--- src/rtl/key_debounce_scheduler.sv ---
`default_nettype none
// ============================================================================
// key_debounce_scheduler: N-key debouncer sharing one ms timer via round-robin
// Revision: 1.0
// ============================================================================
module key_debounce_scheduler #(
    parameter int          N_KEYS      = 4,
    parameter logic [15:0] T1MS        = 16'd49_999,
    parameter logic [4:0]  DEBOUNCE_MS = 5'd20
) (
    input  logic              CLK,
    input  logic              RST,
    input  logic [N_KEYS-1:0] Key_In,
    output logic [N_KEYS-1:0] Key_Level,
    output logic [N_KEYS-1:0] Press_Pulse,
    output logic [N_KEYS-1:0] Release_Pulse,
    output logic              Busy,
    output logic [1:0]        Grant_Id
);

    typedef enum logic [1:0] {
        S_IDLE   = 2'd0,
        S_WAIT   = 2'd1,
        S_SAMPLE = 2'd2
    } state_t;

    localparam logic [1:0] C_RR_RESET = 2'(N_KEYS - 1);

    state_t              state_q, state_d;
    logic [N_KEYS-1:0]   meta_q;
    logic [N_KEYS-1:0]   syn_q;
    logic [N_KEYS-1:0]   syn_prev_q;
    logic [N_KEYS-1:0]   level_q, level_d;
    logic [N_KEYS-1:0]   press_q, press_d;
    logic [N_KEYS-1:0]   release_q, release_d;
    logic [1:0]          grant_q, grant_d;
    logic [1:0]          rr_q, rr_d;
    logic [15:0]         presc_q, presc_d;
    logic [4:0]          ms_q, ms_d;

    logic [N_KEYS-1:0]   req;
    logic                pick_found;
    logic [1:0]          pick_idx;
    logic [1:0]          cand;

    always_ff @(posedge CLK or posedge RST) begin
        if (RST) begin
            meta_q     <= '1;
            syn_q      <= '1;
            syn_prev_q <= '1;
        end else begin
            meta_q     <= Key_In;
            syn_q      <= meta_q;
            syn_prev_q <= syn_q;
        end
    end

    // Level-based requests: a pending change stays visible until serviced.
    assign req = syn_q ^ level_q;

    always_comb begin
        pick_found = 1'b0;
        pick_idx   = 2'd0;
        cand       = 2'd0;
        for (int i = 1; i <= N_KEYS; i++) begin
            cand = 2'((int'(rr_q) + i) % N_KEYS);
            if (!pick_found && req[cand]) begin
                pick_found = 1'b1;
                pick_idx   = cand;
            end
        end
    end

    always_ff @(posedge CLK or posedge RST) begin
        if (RST) begin
            state_q   <= S_IDLE;
            level_q   <= '1;
            press_q   <= '0;
            release_q <= '0;
            grant_q   <= 2'd0;
            rr_q      <= C_RR_RESET;
            presc_q   <= 16'd0;
            ms_q      <= 5'd0;
        end else begin
            state_q   <= state_d;
            level_q   <= level_d;
            press_q   <= press_d;
            release_q <= release_d;
            grant_q   <= grant_d;
            rr_q      <= rr_d;
            presc_q   <= presc_d;
            ms_q      <= ms_d;
        end
    end

    always_comb begin
        state_d   = state_q;
        level_d   = level_q;
        press_d   = '0;
        release_d = '0;
        grant_d   = grant_q;
        rr_d      = rr_q;
        presc_d   = presc_q;
        ms_d      = ms_q;
        case (state_q)
            S_IDLE: begin
                if (pick_found) begin
                    grant_d = pick_idx;
                    presc_d = 16'd0;
                    ms_d    = 5'd0;
                    state_d = S_WAIT;
                end
            end
            S_WAIT: begin
                // Any movement of the granted key restarts the stability window.
                if (syn_q[grant_q] != syn_prev_q[grant_q]) begin
                    presc_d = 16'd0;
                    ms_d    = 5'd0;
                end else if (presc_q == T1MS) begin
                    presc_d = 16'd0;
                    ms_d    = ms_q + 5'd1;
                    if ((ms_q + 5'd1) == DEBOUNCE_MS) begin
                        state_d = S_SAMPLE;
                    end
                end else begin
                    presc_d = presc_q + 16'd1;
                end
            end
            S_SAMPLE: begin
                if (syn_q[grant_q] != level_q[grant_q]) begin
                    level_d[grant_q] = syn_q[grant_q];
                    if (syn_q[grant_q]) begin
                        release_d[grant_q] = 1'b1;
                    end else begin
                        press_d[grant_q] = 1'b1;
                    end
                end
                rr_d    = grant_q;
                state_d = S_IDLE;
            end
            default: begin
                state_d = S_IDLE;
            end
        endcase
    end

    assign Key_Level     = level_q;
    assign Press_Pulse   = press_q;
    assign Release_Pulse = release_q;
    assign Busy          = (state_q != S_IDLE);
    assign Grant_Id      = grant_q;

endmodule
`default_nettype wire
--- config.mk ---
export PLATFORM = sky130hd
export DESIGN_NAME = key_debounce_scheduler
export DESIGN_NICKNAME = d
export VERILOG_FILES = /design/src/rtl/key_debounce_scheduler.sv
export SDC_FILE = /design/constraint.sdc
export NUM_CORES = 1
export LEC_CHECK = 0
export CORE_AREA = 2 2 57 86
export DETAILED_ROUTE_END_ITERATION = 10
export DIE_AREA = 0 0 59 88
export PLACE_DENSITY = 0.77
export SETUP_SLACK_MARGIN = 0.5
export SLEW_MARGIN = 10
export SYNTH_ARGS = -nofsm -noshare
export SYNTH_HDL_FRONTEND = slang
export SYNTH_SLANG_ARGS = --single-unit
--- constraint.sdc ---
create_clock -name CLK -period 3.11 [get_ports CLK]
set_clock_uncertainty 0.2 [all_clocks]
set_input_delay 0.622 -clock CLK [delete_from_list [all_inputs] [get_ports CLK]]
set_output_delay 0.622 -clock CLK [all_outputs]
set_load 0.03 [all_outputs]
==> Word-level counts from Yosys, hierarchy flattened <==
Cells that the tools add are included.
{ "totals": {"mem_bits_ro": 0, "latchBits": 0, "input_bits": 6, "elab_cells": 94, "out_inout_bits": 15, "reg_bits": 51, "ram_bits": 0, "memories": 0} }
{ "classes": {"order_cmp": 6, "n_shift": 0, "eq_ne": 11, "muxes": 44, "addsub": 6, "multipliers": 0, "div": 0, "bitwise_logic": 1, "reduce_logical": 15} }
{ "ops": {"columns": ["operator", "n"], "rows": [
  ["$mux W16", 3],
  ["$pmux W16 S2", 1],
  ["$mux W4", 6],
  ["$add A16 B1 Y16 const B", 1],
  ["$eq A16 B16 Y1 const B", 1],
  ["$mux W2", 8],
  ["$lt A2 B3 Y1 const B", 5],
  ["$mux W5", 3],
  ["$bmux W1 S2", 7],
  ["$mux W1", 12],
  ["$pmux W5 S2", 1],
  ["$ne A2 B2 Y1 const B", 4],
  ["$reduce_and A2 Y1", 3],
  ["$add A5 B1 Y5 const B", 1],
  ["$eq A5 B5 Y1 const B", 1],
  ["$add A2 B1 Y2 const B", 2],
  ["$add A2 B2 Y2 const B", 2],
  ["$bwmux W4", 1],
  ["$logic_and A1 B1 Y1", 4],
  ["$pmux W2 S2", 1],
  ["$reduce_and A4 Y1", 1],
  ["$reduce_bool A2 Y1", 2],
  ["$xor A4 B4 Y4", 1],
  ["$logic_not A1 Y1", 3],
  ["8 further kinds", 9]
]} }

==> Longest topological paths before layout <==
Gate-level depths: netlist (run 1).
{ "depth": {"word_depth": 15, "mapped_depth": 8, "ltp_nobuf": 6} }

==> Worst setup path after synthesis (run 1) <==
Ideal clock, no wire load.
{ "synth_timing": {"path_type": "register -> register", "start": "register grant_q[0] (netlist: Grant_Id[0])", "end": "register presc_q[13]", "required_time_ns": 2.832, "slack_ns": 0.516, "synth_period_minus_slack_ns": 2.594, "stages_incl_launch_ff": 9, "setup_ns": 0.078, "arrival_time_ns": 2.316, "path_cell_list": "dfrtp_1 > buf_6 > mux4_2 > xor2_2 > or3_1 > buf_6 > buf_6 > nor3_2 > o21bai_1"} }
{ "synth_via": {"elab_chain_cells": 5, "word_cells_on_any_way": 7} }
{ "synth_rtl": {"columns": ["element", "line_no", "source"], "rows": [
  ["from (decl)", "36", "logic [1:0] grant_q, grant_d;"],
  ["from (signal assigned)", "89", "grant_q <= grant_d;"],
  ["$bmux W1 S2", "116", "if (syn_q[grant_q] != syn_prev_q[grant_q]) begin"],
  ["$mux W1 (not written as such)", "116", null],
  ["$ne A1 B1 Y1 (*)", "116", null],
  ["$mux W16 (*)", "116", null],
  ["$pmux W16 S2 (*)", "105", "case (state_q)"],
  ["to (signal assigned)", "91", "presc_q <= presc_d;"],
  ["to (decl)", "38", "logic [15:0] presc_q, presc_d;"]
]} }
Every way passes the cells marked *; elsewhere a longest branch is shown, timed or not. The select of a mux whose other input is x is not followed.
A chain may end at the register's enable or synchronous reset.

==> Final worst setup path (run 1) <==
{ "layout_timing": {"start": "register presc_q[10]", "end": "register presc_q[2]"} }
{ "layout_via": {"elab_chain_cells": 4} }
{ "layout_rtl": {"columns": ["element", "line_no", "source"], "rows": [
  ["$eq A16 B16 Y1", "119", "end else if (presc_q == T1MS) begin"],
  ["$mux W16", "119", null],
  ["$mux W16", "116", null],
  ["$pmux W16 S2", "105", null]
]} }
Every way passes these cells.

==> run summary, run 1 <==
The via count of the first global-routing pass was 1720. The launching element type of the critical path is a flop. Clock latency on the worst-skew pair, taken at its later pin, is 0.30 ns. The classification of the worst-slack hold path was flop to flop. After routing, the total negative slack on setup checks comes to 0 ns.

The sum of routed wire segments on met1 is 1960 um, and the final critical-path setup slack is 0.576 ns. The overall routing resource usage was 0.197; the flop and latch count out of synthesis was 51. The largest net degree at the start of global routing is 28. The tools report the initial cell density of the core as 0.561. The mean instance size in the synthesized netlist was 11.0 sq um; the final hold violation count was 0.

The maximum fanout along the worst path came out at 15. The tools report the cell count after synthesis as 225. Counting distinct cell types in the post-synthesis netlist gives 45.

The headroom to the max-slew limit is 0.659. For the synthesized area, the log shows 2480 sq um. The number of clock buffers added by TritonCTS is 5.

The analysis attributes to cell leakage a power of 1.28 nW. The post-synthesis net count came out at 233. Summed over all nets, wire length on met2 after detailed routing comes to 2520 um. At the end of the flow, the number of nets in the layout was 258. The logs give 0 for the count of maximum capacitance violations and 35 for the number of violations reported at the end of detailed-routing iteration 0. The number of clock sinks is 51, and the hold-fix buffer count after cts is 0.

The count of final max-slew check failures came out at 0. For the pin with the worst max-slew slack, the measured transition is 0.511 ns. The die is 59 um wide. Ranked by total cell area, the synthesized netlist is headed by dfrtp_1 33%, dfstp_2 19%, a21o_1 3.9%. The utilization after layout was 0.653. The die span in y was 88 um. The worst-case IR drop observed on VDD is 0.213 mV. The worst setup path is of the flop to flop kind. Prior to clock tree synthesis, the placed netlist has a worst setup slack of 0.187 ns. The flow ran to the end, and the final reports show no timing, DRC or antenna violations.

The logs give 7710 um for the first-pass GRT wire length and 2.53 ns for the signal arrival time at the worst endpoint. The sum of overflow across all layers after global routing is 0, and the number of buffer cells added on primary ports is 20. The area of the core is 4430 sq um, and the required time at the worst-slack endpoint is 3.10 ns.

The H-tree generated during clock tree synthesis spans 2 levels. Traced cell by cell, the critical path runs through or4b_2 -> nor4_4 -> or3_4 -> o21bai_1 -> a22o_1. The antenna cell count was 0.

Setup violations remaining at the end of the flow were counted as 0. The maximum clock frequency is 0.395 GHz. Compared with the post-synthesis result, the final layout area differs by 16.5%. The placed wire-length estimate after detailed placement is 3380 um. Detailed routing inserted a total of 1799 vias. The detail route stage leaves a number of antenna-violating nets equal to 0. The proportion of netlist area held by the largest area contributor was 0.332.

The cell chosen for the clock root is clkbuf_8. TritonCTS built the clock tree. After clock tree synthesis, the clock-pin slew on the worst setup and hold paths is 0.09 ns. In the detailed route, the total length drawn on met3 is 128 um. The most common flop cell mapped by yosys is dfrtp_1.

In this run the top signal layer used is met4. STA classifies the critical path endpoint as a flop. The number of antenna violations at the first check in global routing was 0. The area enclosed by the die boundary was 5190 sq um. The share of synthesized area occupied by flip-flops and latches was 0.523. The tools report the maximum clock insertion buffer count as 2. Top cell type by total area after synthesis: dfrtp_1. The worst path needs 2.53 ns of the cycle, external delays included. The fraction of layout instances using a drive strength above 1 is 0.219, and the routed length per instance is 15.8 um.

The count of synthesis-stage warnings from yosys is 0, and the longest individual stage delay on the worst path is 0.74 ns. The slowest stage of the critical path belongs to the cell or4b_2. Setup repair after global routing left no endpoint under its margin.

The number of inserted filler cells in the final layout was 346; the number of synthesized flops with an enable pin was 0. In the routed design, unresolved DRC markers number 0. The number of buffers and inverters on the critical path is 0.

Routability-driven placement finished with a final weighted congestion of 0.826. The power per unit of standard cell area is 525 nW/um^2, and the fraction of registers with async set/reset is 1.00. The count of TritonRoute iterations in the first routing pass is 4. Fraction of the cycle the final worst path needs: 0.815. The total routed wirelength was 4730 um; the via count normalized by instance count was 6.02.

Row generation in the floorplan step produced 30 rows. Grouping stages by cell kind, the critical path spends the most delay in simple AND/OR/NAND/NOR gates. I/O pin total: 21.
==> state kept, by name (all words and copies together), names as in the netlist, 4 cells and up <==
name,count
presc_q,16
ms_q,5
Key_Level,4
Press_Pulse,4
Release_Pulse,4
meta_q,4
syn_prev_q,4
syn_q,4
==> power by group <==
part | internal (mW) | total [mW] | switching (mW) | leakage, nW
logic | 0.141 | 0.332 | 0.191 | 0.583
registers | 0.697 | 0.731 | 0.0340 | 0.637
clock network | 0.241 | 0.457 | 0.216 | 0.0557
total | 1.08 | 1.52 | 0.442 | 1.28
==> worst paths after layout <==
path	startpoint	endpoint	slack [ns]	cells after the start
worst max-delay path	presc_q[10]	presc_q[2]	0.58	5
worst max register to register	presc_q[10]	presc_q[2]	0.58	5
max in group asynchronous	RST	rr_q[1]	1.65	3
worst min register to register	meta_q[1]	syn_q[1]	0.15	0
min in group asynchronous	RST	Press_Pulse[2]	0.47	2
worst min-delay path	meta_q[1]	syn_q[1]	0.15	0
==> cell usage in the layout, fill, tap and decap left out, drive strengths merged, types with 6 or more instances in the layout <==
cell type and n:
dfstp 18, nor2 16, clkbuf 6, dfrtp 33, and3 6, a21o 13, clkdlybuf4s50 20, o21ai 11
o21bai 6, mux2 8, nand3 11, xor2 7, a21oi 6, buf 6, nor3 18, nand2 15
==> repair_timing <==
| action | in CTS | in global routing |
|---|---|---|
| setup endpoints to repair | 15 | 10 |
| buffers inserted | 0 | 1 |
| gates resized for setup | 2 | 4 |
==> layout make-up <==
type	instances	area, sq um	share of cell area
tap	48	60.1	0.0208
timing repair buffer	26	258	0.0891
clock buffer	6	72.6	0.0251
inverter	4	15.0	0.00519
multi-input combinational	162	1150	0.398
clock inverter	2	36.3	0.0125
sequential	51	1300	0.449
==> cell usage after synthesis, types with 2 or more instances <==
cell type,n
a211oi_1,2
a21o_1,13
a21oi_1,6
a22o_1,4
and3_1,6
buf_6,3
clkbuf_1,4
dfrtp_1,33
dfstp_2,18
ha_1,2
inv_1,4
mux2_2,8
mux4_2,3
nand2_1,15
nand2b_1,4
nand3_1,11
nand4_1,3
nor2_1,16
nor2b_1,3
nor3_1,13
nor3_2,5
o21ai_0,11
o21bai_1,6
o2bb2ai_1,2
or3_1,2
or4_1,2
xnor2_1,3
xor2_1,6
==> per-layer routing <==
layer / up-vias / GRT usage
met1: 882 / 0.220
met3: 13 / 0.0310
met5: - / 0
met4: 0 / 0.107
li1: 861 / -
met2: 43 / 0.348
==> through the flow <==
step                      area, sq um  hold WS, ns  cells  power [mW]
final                            2890        0.150    299        1.52
after global placement           2740        0.145    290        1.04
after CTS                        2860        0.150    298        1.51
after global routing             2890        0.158    299        1.59
after floorplan                  2480        0.145    225       0.995
after detailed placement         2740        0.147    290        1.04
==> cell families (layout without fill, tap and decap cells) <==
| family | count (synthesis) | count (layout) | synth area share |
|---|---|---|---|
| adder cells (fa/ha/maj) | 2 | 2 | 0.0101 |
| multiplexers | 12 | 12 | 0.0675 |
| AO/OA/AOI/OAI | 48 | 48 | 0.132 |
| buffers and inverters | 12 | 38 | 0.0277 |
| AND/OR/NAND/NOR | 90 | 90 | 0.202 |
| XOR/XNOR | 10 | 10 | 0.0383 |
| flip-flops | 51 | 51 | 0.523 |
No activity file was read; power rests on OpenSTA's default activity.
==> run 2: changes to the inputs <==
- clock period: 3.11 -> 2.45 ns (I/O delays scaled with it)
==> run 2 against run 1 <==
  * Clock-buffer cell count unchanged
  * Register-to-register slack lost 0.43 ns
  * Sequential share of layout area decreased by 5.7 points
  * Die area unchanged
  * Combinational power grew 71%
  * Clock power up 4.8%
  * Wire length rose by 18%
  * Highest routed layer unchanged
  * Non-clock buffer count grew 27
  * Power rose by 30%
  * Fmax is 9.8% higher
==> run summary, run 2 (same netlist as run 1, synthesis figures left out) <==
The flow ran to the end, and the final reports show no timing, DRC or antenna violations. The path class of the tightest hold or removal check is flop to flop. The longest individual stage delay on the worst path is 0.58 ns, and the count of unresolved DRC violations after routing is 0. Fraction of layout instances using a drive strength above 1: 0.403.

Max-cap violations in this run came to 0. The signal on the critical path passes through mux4_2 -> xor2_4 -> or3_4 -> buf_12 -> o21bai_1 -> a21o_1. The headroom to the max-slew limit is 0.725, and the die boundary width is 59 um. The power per unit of standard cell area came out at 594 nW/um^2. The first global-routing pass estimated 9170 um of wire. The run gives 0.243 as the fraction of power consumed by the clock network. Setup slack on the worst reg-to-reg path comes out at 0.14 ns.

The area of the core was 4430 sq um; the maximum fanout along the worst path was 11. Summed over all nets, the switching power comes to 621 uW. The run gives 2.50 ns as the required time at the worst-slack endpoint. The worst-path cell with the longest stage delay is mux4_2. The floorplan step set the die height to 88 um.

Worst reg2reg path endpoint: presc_q[5]. The logs give 1953 for the via count of the first global-routing pass and 21 for the I/O pin total. The tools report the end of the worst hold path as syn_q[1]. The number of antenna diodes in the final layout is 0. The number of stages on the worst hold path was 0. The number of buffer cells added on primary ports is 20.

The logs give 30 for the number of placement rows and 5600 um for the total routed wirelength. The clock period minus worst slack was 2.31 ns; the sum of negative setup slack was 0 ns. At the worst endpoint, the arrival time is 2.36 ns. The longest clock path from root to sink contains 2 buffers.

Setup repair after global routing could not meet its margin everywhere. The share of total power in combinational logic is 0.289, and the overall routing resource usage is 0.235. TritonCTS built the clock tree. After routing the design area is 3320 sq um. Dividing the detail-routed wire length by the instance count gives 17.2 um. Final hold analysis gives a worst-case slack of 0.159 ns. The fraction of the cycle the final worst path needs was 0.942. The via count normalized by instance count was 6.05; the utilization after layout was 0.749.

The number of clock buffers inserted by TritonCTS was 5. For the final hold violation count, the log shows 0. In this run the remaining antenna-violating nets after routing total 0. The number of levels in the clock H-tree was 2; the post-place setup slack was 0.106 ns. Leaving out filler cells and counting taps, the final layout contains 326. Leaving out fill and tap cells, the most frequent cells in the layout are 31 x dfrtp_1, 24 x buf_4, 18 x dfstp_2. The largest net degree at the start of global routing was 36; the clock latency on the worst-skew pair was 0.31 ns. The cell chosen for the clock root was clkbuf_8.

The internal portion of the total power is 1.35 mW. The hold-fix buffer count after cts was 0; the number of clock sinks was 51. The count of final max-slew check failures came out at 0. Launching element type of the critical path: a flop. The final count of negative-setup-slack endpoints is 0. STA classifies the critical path endpoint as a flop. For the area enclosed by the die boundary, the log shows 5190 sq um.

Derived from the worst setup path, the maximum achievable clock frequency is 0.433 GHz. The run gives 0 as the number of antenna violations at the first check in global routing. The run gives 0.468 as the share of total power in sequential cells. Reg-to-reg critical path startpoint: Grant_Id[0]. After detailed placement, the total cell area comes to 2930 sq um. For this block, the initial DRC count from the detailed router was 53.

The number of flip-flops in the largest register is 16. The switching part of the total works out to 0.315. Summing over every cut layer, the via total after detailed routing is 1973. Measured in cells, the most critical reg-to-reg path has a length of 6. Commonest non-fill, non-tap cell in the layout: dfrtp_1. The tools report the final critical-path setup slack as 0.141 ns. The synthesis-to-finish area growth was 33.6%. In the final layout, the registers with the most flip-flops are presc_q: 16 flops, ms_q: 5 flops.

Overall power consumption after layout is estimated at 1.97 mW. Across the VDD grid, the largest voltage drop is 0.570 mV. The initial cell density of the core came out at 0.561. For the net total in the final layout, the log shows 285. The clock-pin slew on the worst setup and hold paths works out to 0.09 ns. The most flop-heavy register was presc_q. Global routing finished with a remaining overflow of 0. The critical path is of the flop to flop type. Counting tap cells, the placed design contains a total of 302 instances.

The run gives 0.859 as the final RePlAce weighted congestion. Leakage power total: 1.50 nW. The tools report the hold path startpoint as meta_q[1].

Before antenna repair, the detailed router went through 4 iterations. Placed wire-length estimate after detailed placement: 3650 um. The transition time at the pin with the least slew margin came out at 0.410 ns.
-- run 2: changes by cell type in the layout (fill, tap and decap cells not counted), moves of 3 or more --
| cell | previous run | this run |
|---|---|---|
| buf_4 | 5 | 24 |
| clkdlybuf4s50_1 | 20 | 5 |
| dlygate4sd2_1 | 0 | 9 |
| buf_6 | 0 | 5 |
| o21ai_0 | 11 | 6 |
| clkdlybuf4s15_2 | 0 | 4 |
| nor3_1 | 12 | 8 |
| nor3_2 | 5 | 9 |
| o21ai_1 | 0 | 4 |
| xor2_1 | 6 | 3 |
| xor2_4 | 1 | 4 |
-- run 2: power groups by stage --
stage / clock network [mW] / logic (mW) / registers [mW]
final: 0.479 / 0.569 / 0.922
after global routing: 0.512 / 0.616 / 0.929
after CTS: 0.488 / 0.561 / 0.920
after detailed placement: 0 / 0.493 / 0.934
after global placement: 0 / 0.483 / 0.933
after floorplan: 0 / 0.347 / 0.941
-- run 2: layout make-up --
cell class                 count  area [sq um]
fill                         292          1110
tap                           48          60.1
multi-input combinational    162          1350
sequential                    51          1300
inverter                       4          15.0
clock buffer                   6          72.6
clock inverter                 2          12.5
timing repair buffer          53           505
-- run 2: how the worst max path moves through the flow --
stage / from / endpoint / slack [ns] / cells past startpoint
2_1_floorplan: Grant_Id[0] / presc_q[13] / -0.04 / 8
4_1_cts: Grant_Id[0] / presc_q[5] / 0.17 / 6
5_1_grt: Grant_Id[0] / presc_q[5] / 0.06 / 6
6_report: Grant_Id[0] / presc_q[5] / 0.14 / 6
3_3_place_gp: Grant_Id[0] / presc_q[15] / 0.14 / 6
3_5_place_dp: Grant_Id[0] / presc_q[11] / 0.11 / 6
-- run 2: metal layers --
metal  track usage  up-vias  wire (um)
met3        0.0384        4        200
li1              -      917          -
met5             0        -          0
met4        0.0847        0         61
met1         0.265      997       2070
met2         0.434       55       3260
-- run 2: critical path: cells and delay by family (launching register included) --
kind	cells	cell delay, ns
multiplexers	1	0.58
flip-flops	1	0.41
AND/OR/NAND/NOR	1	0.41
AO/OA/AOI/OAI	2	0.27
XOR/XNOR	1	0.22
buffers and inverters	1	0.16
-- run 2: what timing repair did --
item,CTS,global route
buffers inserted,9,6
gates resized for setup,51,18
pin swaps,7,12
setup endpoints to repair,42,31
cloned,0,1
==> run 3: changes to the inputs <==
--- a/config.mk
+++ b/config.mk
@@ -9,5 +9,5 @@
 export DETAILED_ROUTE_END_ITERATION = 10
 export DIE_AREA = 0 0 59 88
-export PLACE_DENSITY = 0.77
+export PLACE_DENSITY_LB_ADDON = 0.15
 export SETUP_SLACK_MARGIN = 0.5
 export SLEW_MARGIN = 10
--- a/constraint.sdc
+++ b/constraint.sdc
@@ -3,3 +3,3 @@
 set_input_delay 0.49 -clock CLK [delete_from_list [all_inputs] [get_ports CLK]]
 set_output_delay 0.49 -clock CLK [all_outputs]
-set_load 0.03 [all_outputs]
+set_load 0.05 [all_outputs]
==> run 3 against run 2 <==
  * Power increased by 7.9%
  * Sequential power up 0.7%
  * Worst hold slack lost 0.0038 ns
  * Clock power about the same
  * Critical endpoint is now ms_q[0]
  * Largest power group unchanged
  * Highest routed layer unchanged
==> run summary, run 3 (same netlist as run 1, synthesis figures left out) <==
The run gives 9790 um as the first-pass GRT wire length. The largest registers in the layout are presc_q: 16 flops, ms_q: 5 flops. Max-cap violations in this run came to 0. Fraction of the cycle the final worst path needs: 0.928.

The number of inserted filler cells in the final layout was 289. For the pin with the worst max-slew slack, the measured transition is 0.503 ns. The count of final max-slew check failures is 0. The number of placement rows was 30. Input and output buffers added on the ports amount to 20. The library cell used most frequently in the layout, excluding fill and tap cells, is dfrtp_1.

The run gives 2070 as the via count of the first global-routing pass. For this block, the via count after detailed routing is 2022. The combined buffer and inverter count along the critical path is 0. Worst reg2reg path endpoint: ms_q[0]. Longest individual stage delay on the worst path: 0.57 ns.

For the setup slack on the worst flop-to-flop path, the log shows 0.18 ns. Final hold violation count: 0. The slowest stage of the critical path is the or4_4 cell.

Area enclosed by the die boundary: 5190 sq um. Walking the worst path, the cells encountered are or4b_4 -> or4_4 -> nand2_4 -> o21bai_4 -> mux2_4. The number of antenna violations at the first check in global routing is 0, and the I/O pin total is 21. The congestion estimate from routability-driven global placement came to 0.831. The initial cell density of the core was 0.561. The number of violations reported at the end of detailed-routing iteration 0 came out at 84. The run finished with clean final reports. Leakage power total: 1.53 nW. For the count of TritonRoute iterations in the first routing pass, the log shows 4. In this run the worst path has a maximum fanout of 4. TritonCTS built the clock tree.

The die boundary width was 59 um. Static timing analysis puts the maximum clock frequency at 0.440 GHz. At the later pin of the worst-skew pair, clock insertion delay measures 0.30 ns. The library cells used most frequently in the layout, excluding fill and tap cells, are 31 x dfrtp_1, 21 x buf_4, 15 x dfstp_2. After detailed routing, the average wire length per cell comes to 18.6 um. The number of hold buffers added after CTS was 0. The headroom to the max-slew limit was 0.666. Largest net degree at the start of global routing: 22. In this run the power density over the cells is 628 nW/um^2. The run gives 0.324 mV as the maximum vdd ir drop.

The end of the worst hold path was syn_q[1]. 0 antenna diodes ended up in the layout. Including well taps, the total number of placed cells is 300. The tools report the hold path startpoint as meta_q[1]. TritonCTS created 5 clock buffers. The cell sitting at the root of the clock tree is a clkbuf_8. Relative to the synthesized area, the layout overhead comes to 36.3%.

The routed design could run at a clock period as short as 2.27 ns. The required time at the worst-slack endpoint was 2.45 ns. The number of flip-flops in the largest register works out to 16. The start-to-end type of the worst setup path is flop to flop. The final count of negative-setup-slack endpoints came out at 0.

Capturing element type of the critical path: a flop. For this run the aggregate overflow at the end of global routing stands at 0. Setup repair after global routing could not meet its margin everywhere. The via count normalized by instance count is 6.15. The startpoint identified for the worst register-to-register timing path is presc_q[5]. The logic depth of the worst register-to-register path was 5; the number of routed nets with antenna violations was 0. The multi-input combinational cells in the finished layout cover a total of 1380 sq um. Classification of the worst-slack hold path: flop to flop.

The tools report the sum of negative setup slack as 0 ns. For the count of unresolved DRC violations after routing, the log shows 0. The run gives 329 as the final non-filler cell total. Registers take 1310 sq um.

The area of the core came out at 4430 sq um. The tools report the signal arrival time at the worst endpoint as 2.27 ns. Launching element type of the critical path: a flop.

Detailed placement finished with a half-perimeter wire length of 3910 um. The fraction of layout instances using a drive strength above 1 works out to 0.431. From bottom edge to top edge, the die measures 88 um.

For the number of clock sinks, the log shows 51. The overall routing resource usage came out at 0.251. The register with the most flip-flops in the final layout is presc_q.

The tools report the total routed wirelength as 6100 um. The final layout contains 288 nets. Maximum clock insertion buffer count: 2.

The worst hold path was traced through 0 stages. Among cell families on the critical path, the largest total delay comes from simple AND/OR/NAND/NOR gates. Clock-pin slew was measured on the worst setup and hold paths at 0.09 ns. The number of levels in the clock H-tree came out at 2.
## run 3: cell count changes in the layout (fill, tap and decap cells not counted), moves of 3 or more
cell / change
nor2_1: -3
o21ai_1: -3
clkdlybuf4s15_2: -3
o21ai_2: +3
dfstp_2: -3
buf_4: -3
buf_6: +8
dfstp_4: +3
buf_8: +3
## run 3: cell type report
type / instances / area share
clock inverter: 2 / 0.00370
sequential: 51 / 0.388
timing repair buffer: 56 / 0.158
clock buffer: 6 / 0.0214
multi-input combinational: 162 / 0.407
tap: 48 / 0.0177
inverter: 4 / 0.00443
## run 3: how the worst max path moves through the flow
stage	slack (ns)	startpoint	cells after the start	endpoint
floorplan	-0.12	Grant_Id[0]	8	presc_q[13]
global placement	0.12	Key_Level[1]	5	ms_q[0]
detailed placement	0.07	Grant_Id[0]	6	presc_q[15]
CTS	0.17	Grant_Id[0]	6	presc_q[15]
global route	0.15	Grant_Id[0]	6	presc_q[15]
finish	0.18	presc_q[5]	5	ms_q[0]
## run 3: per-layer routing
metal / wire length, um / vias to the layer above / GRT usage
met1: 2230 / 1007 / 0.290
met2: 3430 / 69 / 0.454
met3: 224 / 24 / 0.0369
li1: - / 922 / -
met4: 221 / 0 / 0.105
met5: 0 / - / 0
## run 3: through the flow
| stage | power (mW) | hold slack [ns] | util | instance area (sq um) | setup slack (ns) |
|---|---|---|---|---|---|
| final | 2.13 | 0.155 | 0.764 | 3390 | 0.177 |
| after global routing | 2.22 | 0.159 | 0.764 | 3390 | 0.153 |
| after CTS | 2.02 | 0.160 | 0.725 | 3210 | 0.169 |
| after detailed placement | 1.41 | 0.147 | 0.658 | 2910 | 0.0651 |
| after global placement | 1.40 | 0.146 | 0.658 | 2910 | 0.118 |
| after floorplan | 1.30 | 0.145 | - | 2610 | -0.122 |
## run 3: timing repair
| item | 4_1_cts | 5_1_grt |
|---|---|---|
| cloned | 1 | 0 |
| setup buffers | 14 | 6 |
| resized for setup | 49 | 36 |
| endpoints found under the setup margin | 39 | 32 |
| pin swaps | 9 | 11 |
## run 3: power by group
group	leakage (nW)	total (mW)	internal, mW	switching (mW)
combinational	0.848	0.719	0.353	0.366
sequential	0.639	0.928	0.886	0.0420
clock	0.0412	0.479	0.200	0.279
total	1.53	2.13	1.44	0.687
## run 3: worst register-to-register path: stages (launching register included)
cell and delay (ns):
dfrtp_1 0.40, or4b_4 0.56, or4_4 0.57, nand2_4 0.10, o21bai_4 0.07, mux2_4 0.26
